File: src/rtl/uart_tx_ctrl.sv
// rtl/uart_tx_ctrl.sv - UART transmit engine: pops Tx FIFO bytes and serialises them on tx_out
module uart_tx_ctrl #(
    parameter int dbit       = 8,
    parameter int stick      = 16,
    parameter int parity_en  = 0,
    parameter int parity_odd = 0
) (
    input  logic            clk,
    input  logic            rst,
    input  logic            baud_tick,
    input  logic            fifo_empty,
    input  logic [dbit-1:0] fifo_data,
    output logic            fifo_rd,
    output logic            tx_out,
    output logic            tx_busy,
    output logic            tx_done
);

    typedef enum logic [2:0] {IDLE, LOAD, START, DATA, PARITY, STOP} state_t;

    localparam logic [4:0] STOP_LAST = 5'(stick - 1);
    localparam logic [2:0] N_LAST    = 3'(dbit - 1);
    localparam logic       PAR_ON    = (parity_en != 0);
    localparam logic       PAR_ODD   = (parity_odd != 0);

    state_t            state, state_next;
    logic [4:0]        s, s_next;
    logic [2:0]        n, n_next;
    logic [dbit-1:0]   sh, sh_next;
    logic              par, par_next;
    logic              tx_next;
    logic              done_next;

    always_ff @(posedge clk) begin
        if (rst) begin
            state   <= IDLE;
            s       <= '0;
            n       <= '0;
            sh      <= '0;
            par     <= 1'b0;
            tx_out  <= 1'b1;
            tx_busy <= 1'b0;
            tx_done <= 1'b0;
        end else begin
            state   <= state_next;
            s       <= s_next;
            n       <= n_next;
            sh      <= sh_next;
            par     <= par_next;
            tx_out  <= tx_next;
            tx_busy <= (state_next != IDLE);
            tx_done <= done_next;
        end
    end

    // A tick in the cycle of a transition is consumed by the old state only.
    always_comb begin
        state_next = state;
        s_next     = s;
        n_next     = n;
        sh_next    = sh;
        par_next   = par;
        done_next  = 1'b0;
        case (state)
            IDLE: begin
                if (fifo_rd) state_next = LOAD;
            end
            LOAD: begin
                sh_next    = fifo_data;
                par_next   = (^fifo_data) ^ PAR_ODD;
                s_next     = '0;
                n_next     = '0;
                state_next = START;
            end
            START: begin
                if (baud_tick) begin
                    if (s == 5'd15) begin
                        s_next     = '0;
                        state_next = DATA;
                    end else begin
                        s_next = s + 5'd1;
                    end
                end
            end
            DATA: begin
                if (baud_tick) begin
                    if (s == 5'd15) begin
                        s_next  = '0;
                        sh_next = sh >> 1;
                        if (n == N_LAST) state_next = PAR_ON ? PARITY : STOP;
                        else             n_next     = n + 3'd1;
                    end else begin
                        s_next = s + 5'd1;
                    end
                end
            end
            PARITY: begin
                if (baud_tick) begin
                    if (s == 5'd15) begin
                        s_next     = '0;
                        state_next = STOP;
                    end else begin
                        s_next = s + 5'd1;
                    end
                end
            end
            STOP: begin
                if (baud_tick) begin
                    if (s == STOP_LAST) begin
                        s_next     = '0;
                        done_next  = 1'b1;
                        state_next = IDLE;
                    end else begin
                        s_next = s + 5'd1;
                    end
                end
            end
            default: state_next = IDLE;
        endcase
    end

    // tx_next is the line level for the current state; it lands on tx_out one cycle later.
    always_comb begin
        fifo_rd = (state == IDLE) & ~fifo_empty & ~rst;
        tx_next = 1'b1;
        case (state)
            START:   tx_next = 1'b0;
            DATA:    tx_next = sh[0];
            PARITY:  tx_next = par;
            default: tx_next = 1'b1;
        endcase
    end

endmodule

File: config.mk
export PLATFORM = sky130hd
export DESIGN_NAME = uart_tx_ctrl
export DESIGN_NICKNAME = d
export VERILOG_FILES = /design/src/rtl/uart_tx_ctrl.sv
export SDC_FILE = /design/constraint.sdc
export NUM_CORES = 1
export LEC_CHECK = 0
export ABC_AREA = 1
export CORE_MARGIN = 5
export CORE_UTILIZATION = 50
export DETAILED_ROUTE_END_ITERATION = 16
export PLACE_DENSITY = 0.73
export SYNTH_ARGS = -nofsm -noshare
export SYNTH_HDL_FRONTEND = slang
export SYNTH_SLANG_ARGS = --single-unit
File: constraint.sdc
create_clock -name clk -period 1.8 [get_ports clk]
set_input_delay 0.27 -clock clk [delete_from_list [all_inputs] [get_ports clk]]
set_output_delay 0.27 -clock clk [all_outputs]
set_load 0.05 [all_outputs]
Yosys cells after proc, flatten, opt, wreduce, memory -nomap -nowiden
Index checks and enable logic that the tools add are counted.
{"block": "classes", "muxes": 23, "addsub": 2, "bitwise_logic": 6, "eq_ne": 11, "reduce_logical": 10}
{"cell": "$mux 3", "n": 13}
{"cell": "$pmux 3 s6", "n": 1}
{"cell": "$mux 8", "n": 2}
{"cell": "$pmux 8 s2", "n": 1}
{"cell": "$mux 5", "n": 2}
{"cell": "$pmux 5 s2", "n": 1}
{"cell": "$eq 3x3->1 const B", "n": 3}
{"cell": "$reduce_xor 8->1", "n": 1}
{"cell": "$eq 3x2->1 const B", "n": 2}
{"cell": "$ne 2x2->1 const B", "n": 3}
{"cell": "$pmux 3 s2", "n": 1}
{"cell": "$add 5x1->5 const B", "n": 1}
{"cell": "$eq 5x4->1 const B", "n": 1}
{"cell": "$not 1->1", "n": 4}
{"cell": "$reduce_and 4->1", "n": 1}
{"cell": "$reduce_bool 2->1", "n": 2}
{"cell": "$reduce_or 4->1", "n": 1}
{"cell": "$add 3x1->3 const B", "n": 1}
{"cell": "$eq 3x1->1 const B", "n": 1}
{"cell": "$logic_not 3->1", "n": 1}
{"cell": "$pmux 1 s3", "n": 1}
{"cell": "$reduce_and 3->1", "n": 1}
{"cell": "$reduce_bool 3->1", "n": 1}
{"cell": "$reduce_or 3->1", "n": 1}
{"cell": "other kinds (4)", "n": 5}
{"block": "totals", "output_inout_bits": 4, "in_bits": 12, "ff_bits": 23}

Longest topological paths before layout
Gate-level depths: netlist of the first run.
{"block": "logic_depth", "depth_word": 6, "depth_mapped": 10, "ltp_nobuf": 10}

Least setup slack after synthesis of the first run
OpenSTA, ideal clock, no wires.
{"block": "synth_path", "kind": "register to register", "startpoint": "reg s[0]", "endpoint": "reg sh[0]", "stages_incl_launch_ff": 9, "setup_slack_ns": 0.475, "period_less_slack_ns": 1.325, "required_time_ns": 1.684, "arrival_time_ns": 1.209, "n_path_buf": 0, "cell_sequence": "dfxtp_1 ha_1 nand2_1 nor2_1 nand3_1 nand2_2 nand2_2 o21ai_0 nor2_1"}
{"block": "synth_between", "elab_chain_len": 3}
{"item": "start: declaration", "line_no": "27", "source": "logic [4:0] s, s_next;"}
{"item": "start signal: assignment", "line_no": "46", "source": "s <= s_next;"}
{"item": "$eq 5x4->1", "line_no": "87", "source": "if (s == 5'd15) begin"}
{"item": "$ne 2x2->1 (no source line)"}
{"item": "$reduce_and 3->1 (no source line)"}
{"item": "end signal: assignment", "line_no": "48", "source": "sh <= sh_next;"}
{"item": "end: declaration", "line_no": "29", "source": "logic [dbit-1:0] sh, sh_next;"}
No other way between the ends.
A chain may end at the register's enable or synchronous reset.

Final worst setup path of the first run
{"block": "layout_path", "startpoint": "reg tx_busy", "endpoint": "out tx_busy"}
{"item": "start: declaration", "line_no": "15", "source": "output logic tx_busy,"}
{"item": "start signal: assignment", "line_no": "51", "source": "tx_busy <= (state_next != IDLE);"}
No word-level cell between the ends.

==> results of run 1 <==
-- state kept, by name, indices dropped and copies added, names as in the netlist --
signal,cells
tx_busy,1
par,1
tx_out,1
s,5
sh,8
n,3
state,3
tx_done,1
-- cell families (layout without fill, tap and decap cells) --
group	Yosys count	after routing
xor+xnor	6	6
flops	23	23
fa+ha+maj	3	3
compound gates	25	25
simple gates	120	120
buf+inv	30	46
-- worst paths after layout --
path / end / cells past startpoint / startpoint / slack [ns]
min reg2reg: sh[2] / 2 / sh[2] / 0.47
max: tx_busy / 1 / tx_busy / 0.08
min: sh[2] / 2 / sh[2] / 0.47
max reg2reg: n[0] / 9 / s[0] / 0.21
-- stage by stage --
stage	hold slack (ns)	area, um2	util, %	setup slack, ns
floorplan	0.417	1350	-	0.475
global placement	0.450	1510	59.8	0.172
detailed placement	0.454	1510	59.8	0.103
CTS	0.473	1530	60.8	0.0700
global route	0.493	1540	61.0	0.0169
finish	0.471	1540	61.0	0.0783
-- metal layers --
metal	GRT usage, %	routed length (um)	vias to the layer above
li1	-	-	687
met1	23.7	1360	571
met2	26.9	1290	24
met3	5.58	182	4
met4	4.55	26	0
met5	0	0	-
-- cells in the final DEF, fill, tap and decap left out, drive strengths merged --
| cell | Yosys | routed |
|---|---|---|
| a21oi | 15 | 15 |
| buf | 4 | 3 |
| clkbuf | 1 | 4 |
| clkdlybuf4s50 | 0 | 14 |
| dfxtp | 23 | 23 |
| ha | 3 | 3 |
| inv | 25 | 25 |
| nand2 | 78 | 78 |
| nand3 | 18 | 18 |
| nand3b | 1 | 1 |
| nand4 | 2 | 2 |
| nor2 | 19 | 19 |
| nor3 | 2 | 2 |
| o2111ai | 1 | 1 |
| o211ai | 1 | 1 |
| o21ai | 8 | 8 |
| xnor2 | 3 | 3 |
| xor2 | 3 | 3 |
-- power by group --
group,internal [mW],switching (mW),total (mW)
clock,0.0867,0.158,0.245
sequential,0.532,0.0163,0.548
combinational,0.0827,0.111,0.194
total,0.701,0.286,0.987
-- cell type report --
type	count	area, um2
clock buffers	4	26.3
fillers	250	983
inverters	25	93.8
multi-input cells	154	746
flip-flops and latches	23	460
well taps	30	37.5
repair buffers	17	175
-- cell usage after synthesis, drive strengths merged --
library cell	n	area, um2
dfxtp	23	460
nor3	2	10.0
nand2	78	303
nand3	18	108
o211ai	1	7.51
clkbuf	1	13.8
o2111ai	1	8.76
nand4	2	12.5
buf	4	38.8
nand3b	1	7.51
o21ai	8	40.0
xor2	3	26.3
nor2	19	78.8
ha	3	37.5
inv	25	93.8
a21oi	15	75.1
xnor2	3	26.3
==> results.cfg, run 1 <==
[run_status]
status = complete, no violations

[finish]
syn2layout_area_growth_pct = 14.2
nets = 239
instances_no_fill = 253
layout-drive-gt1-share_pct = 7.17
diodes = 0

[critical_path]
crit_path_max_incr_delay_ns = 0.80
worstPathRequired_ns = 1.53
cp_cell_sequence = clkdlybuf4s50_1
crit_fanout = 1
crit_type = reg -> out
worst_setup_path_start_kind = flop
cp.arrival_ns = 1.45
critPathBufInv = 1
crit_path_end_kind = primary output
critPathTopFamily = buffers and inverters
critical-path-slowest-cell = clkdlybuf4s50_1

[clocking]
htreeDepth = 1
clock-sinks = 23
root_buffer = clkbuf_4
hold_buffers = 0
cts_setup_buffers = 0
numCtsBuffers = 3
clkTransAtPathRegs_ns = 0.13
cts_resized = 0
clkLatencyLatePin_ns = 0.32
clk_path_buf_depth = 2
cts_tree = done

[synth]
syn_inst = 207
syn_avg_cell_area_um2 = 6.51
synth_simple_gate_area_share_pct = 38.5
ys_ff_latch = 23
synth_cell_types = 24
synth_top_family_by_area = simple AND/OR/NAND/NOR gates
synth-xor-area-share_pct = 3.90
synthesis.area_um2 = 1350
synth-compound-area-share_pct = 9.75
yosys_warnings = 0
synthMuxAreaShare_pct = 0
synth_seq_area_share_pct = 34.2
synthAdderAreaFrac_pct = 2.79
syn_nets = 222

[sta]
hold_violations = 0
clock_skew_ns = 0.0108
min_period_ns = 1.72
relSlewSlack_pct = 66.6
setup_viol = 0
fmax_mhz = 581
drv_slew = 0
final.period_utilization_pct = 95.6
worstMarginPinSlew_ns = 0.499
fin_tns_setup_ns = 0
rsz0062_at_grt = false

[power_and_ir_drop]
p_leak_nw = 0.731
vdd_drop_max_mv = 0.535
design_power_total_mw = 0.987
power_density_nw_per_um2 = 641

[global_routing]
grt_pass1_vias = 1228
grt_antenna_before_repair = 0
grt_usage_pct = 17.5
grt_start_max_net_pins = 15
grt_pass1_wl_mm = 5.06
grt-ovfl-total = 0

[placement]
globalplace.congestion = 0.799
dp_hpwl_mm = 2.15
port_buffers = 15
place_inst = 249

[detailed_routing]
num_vias = 1286
drt-total-wl_mm = 2.86
ant_nets = 0
drt_iter0_markers = 40
wl_per_cell_um = 11.3
drc = 0
drt_first_pass_iters = 4
via_per_inst = 5.08

[job]
max_cap_violations = 0

[floorplan]
num_rows = 18
initial_utilization_pct = 53.4
io_pins = 16
die_h_um = 61.9
die-area_um2 = 3830
core_um2 = 2520
die_w_um = 61.9

[min_path]
hp-class = reg -> reg
Power figures use the tool's default switching activity.
==> run 2: changes to the inputs <==
--- a/config.mk
+++ b/config.mk
@@ -10,6 +10,7 @@
 export CORE_UTILIZATION = 50
 export DETAILED_ROUTE_END_ITERATION = 16
 export PLACE_DENSITY = 0.73
+export SLEW_MARGIN = 20
 export SYNTH_ARGS = -nofsm -noshare
 export SYNTH_HDL_FRONTEND = slang
 export SYNTH_SLANG_ARGS = --single-unit
==> results of run 2 <==
Final layout, timing and power as in run 1 (identical DEF).
==> run 3: changes to the inputs <==
--- a/config.mk
+++ b/config.mk
@@ -7,9 +7,9 @@
 export LEC_CHECK = 0
 export ABC_AREA = 1
 export CORE_MARGIN = 5
-export CORE_UTILIZATION = 50
+export CORE_UTILIZATION = 30
 export DETAILED_ROUTE_END_ITERATION = 16
-export PLACE_DENSITY = 0.73
+export GPL_ROUTABILITY_DRIVEN = 0
 export SLEW_MARGIN = 20
 export SYNTH_ARGS = -nofsm -noshare
 export SYNTH_HDL_FRONTEND = slang
==> results.cfg, run 3 (synthesized netlist as in run 1, its figures left out) <==
[detailed_routing]
drt-total-wl_mm = 2.76
via_per_inst = 4.53
drt_iter0_markers = 67
drt_first_pass_iters = 4
num_vias = 1256
drc = 0
wl_per_cell_um = 9.96
ant_nets = 0

[sta]
relSlewSlack_pct = 66.3
rsz0062_at_grt = false
worstMarginPinSlew_ns = 0.504
drv_slew = 0
finalWorstSetupSlack_ns = 0.158
setup_viol = 0
hold_violations = 0
hold_ws_ns = 0.463
fin_tns_setup_ns = 0
fmax_mhz = 609
clock_skew_ns = 0.00184
final.period_utilization_pct = 91.2
min_period_ns = 1.64

[clocking]
htreeDepth = 1
root_buffer = clkbuf_8
cts_setup_buffers = 0
clk_path_buf_depth = 2
clkLatencyLatePin_ns = 0.26
cts_tree = done
clock-sinks = 23
cts_resized = 0
numCtsBuffers = 3
hold_buffers = 0
clkTransAtPathRegs_ns = 0.08

[finish]
final_cell_area_um2 = 1600
regMostFlops = sh
diodes = 0
final_common_cell = nand2_1
layout-drive-gt1-share_pct = 8.00
largest_reg_flops = 8
nets = 241
final_cell_mix = nand2_1, dfxtp_1, inv_1, nor2_1, nand3_1
reg.largest.list = sh: 8 flops, s: 5 flops
syn2layout_area_growth_pct = 18.4

[critical_path]
crit_path_max_incr_delay_ns = 0.80
cp.arrival_ns = 1.37
worst_setup_path_start_kind = flop
critPathTopFamily = buffers and inverters
r2r_slack_ns = 0.26
critical-path-slowest-cell = clkdlybuf4s50_1
crit_fanout = 1
crit_path_end_kind = primary output
critPathBufInv = 1
worstPathRequired_ns = 1.53
cp_cell_sequence = clkdlybuf4s50_1
crit_type = reg -> out

[run_status]
status = complete, no violations

[job]
max_cap_violations = 0

[floorplan]
initial_utilization_pct = 30.9
die-area_um2 = 5930
io_pins = 16
core_um2 = 4350
num_rows = 24
die_h_um = 77.0
die_w_um = 77.0

[global_routing]
grt_antenna_before_repair = 0
grt_pass1_wl_mm = 5.10
grt-ovfl-total = 0
grt_pass1_vias = 1221
grt_start_max_net_pins = 15
grt_usage_pct = 10.2

[placement]
dp_hpwl_mm = 2.11
dpl_cell_area_um2 = 1550
dp_slack_ns = 0.227
port_buffers = 15

[power_and_ir_drop]
p_leak_nw = 0.749
vdd_drop_max_mv = 0.211
design_power_total_mw = 1.06
power_density_nw_per_um2 = 665

[min_path]
hp-class = reg -> reg
==> run 3: metrics by stage <==
stage / cells / util [%]
finish: 277 / 36.6
floorplan: 207 / -
CTS: 277 / 36.6
global placement: 273 / 35.6
global route: 277 / 36.6
detailed placement: 273 / 35.6
==> run 3: worst paths after layout <==
path | from | end | cells past startpoint
max | tx_busy | tx_busy | 1
min | s[4] | s[4] | 2
min reg2reg | s[4] | s[4] | 2
max reg2reg | s[0] | sh[0] | 8
==> run 3: layout make-up <==
| cell class | count | area [um2] |
|---|---|---|
| Multi-Input combinational cell | 154 | 741 |
| Timing Repair Buffer | 19 | 190 |
| Clock buffer | 4 | 45.0 |
| Inverter | 25 | 93.8 |
| Fill cell | 459 | 2760 |
| Sequential cell | 23 | 460 |
| Tap cell | 52 | 65.1 |
==> run 3: power by group <==
part	internal (mW)	total [mW]	leakage, nW	switching [mW]
sequential	0.531	0.547	0.187	0.0153
clock	0.158	0.318	0.0228	0.160
combinational	0.0839	0.195	0.539	0.111
==> run 3: layer usage <==
layer	vias to the layer above	share of wire, %	global-route usage (%)
met5	-	0	0
met4	0	2.4	5.15
met3	7	2.0	1.17
met2	12	46	16.9
met1	547	49	12.9
li1	690	-	-
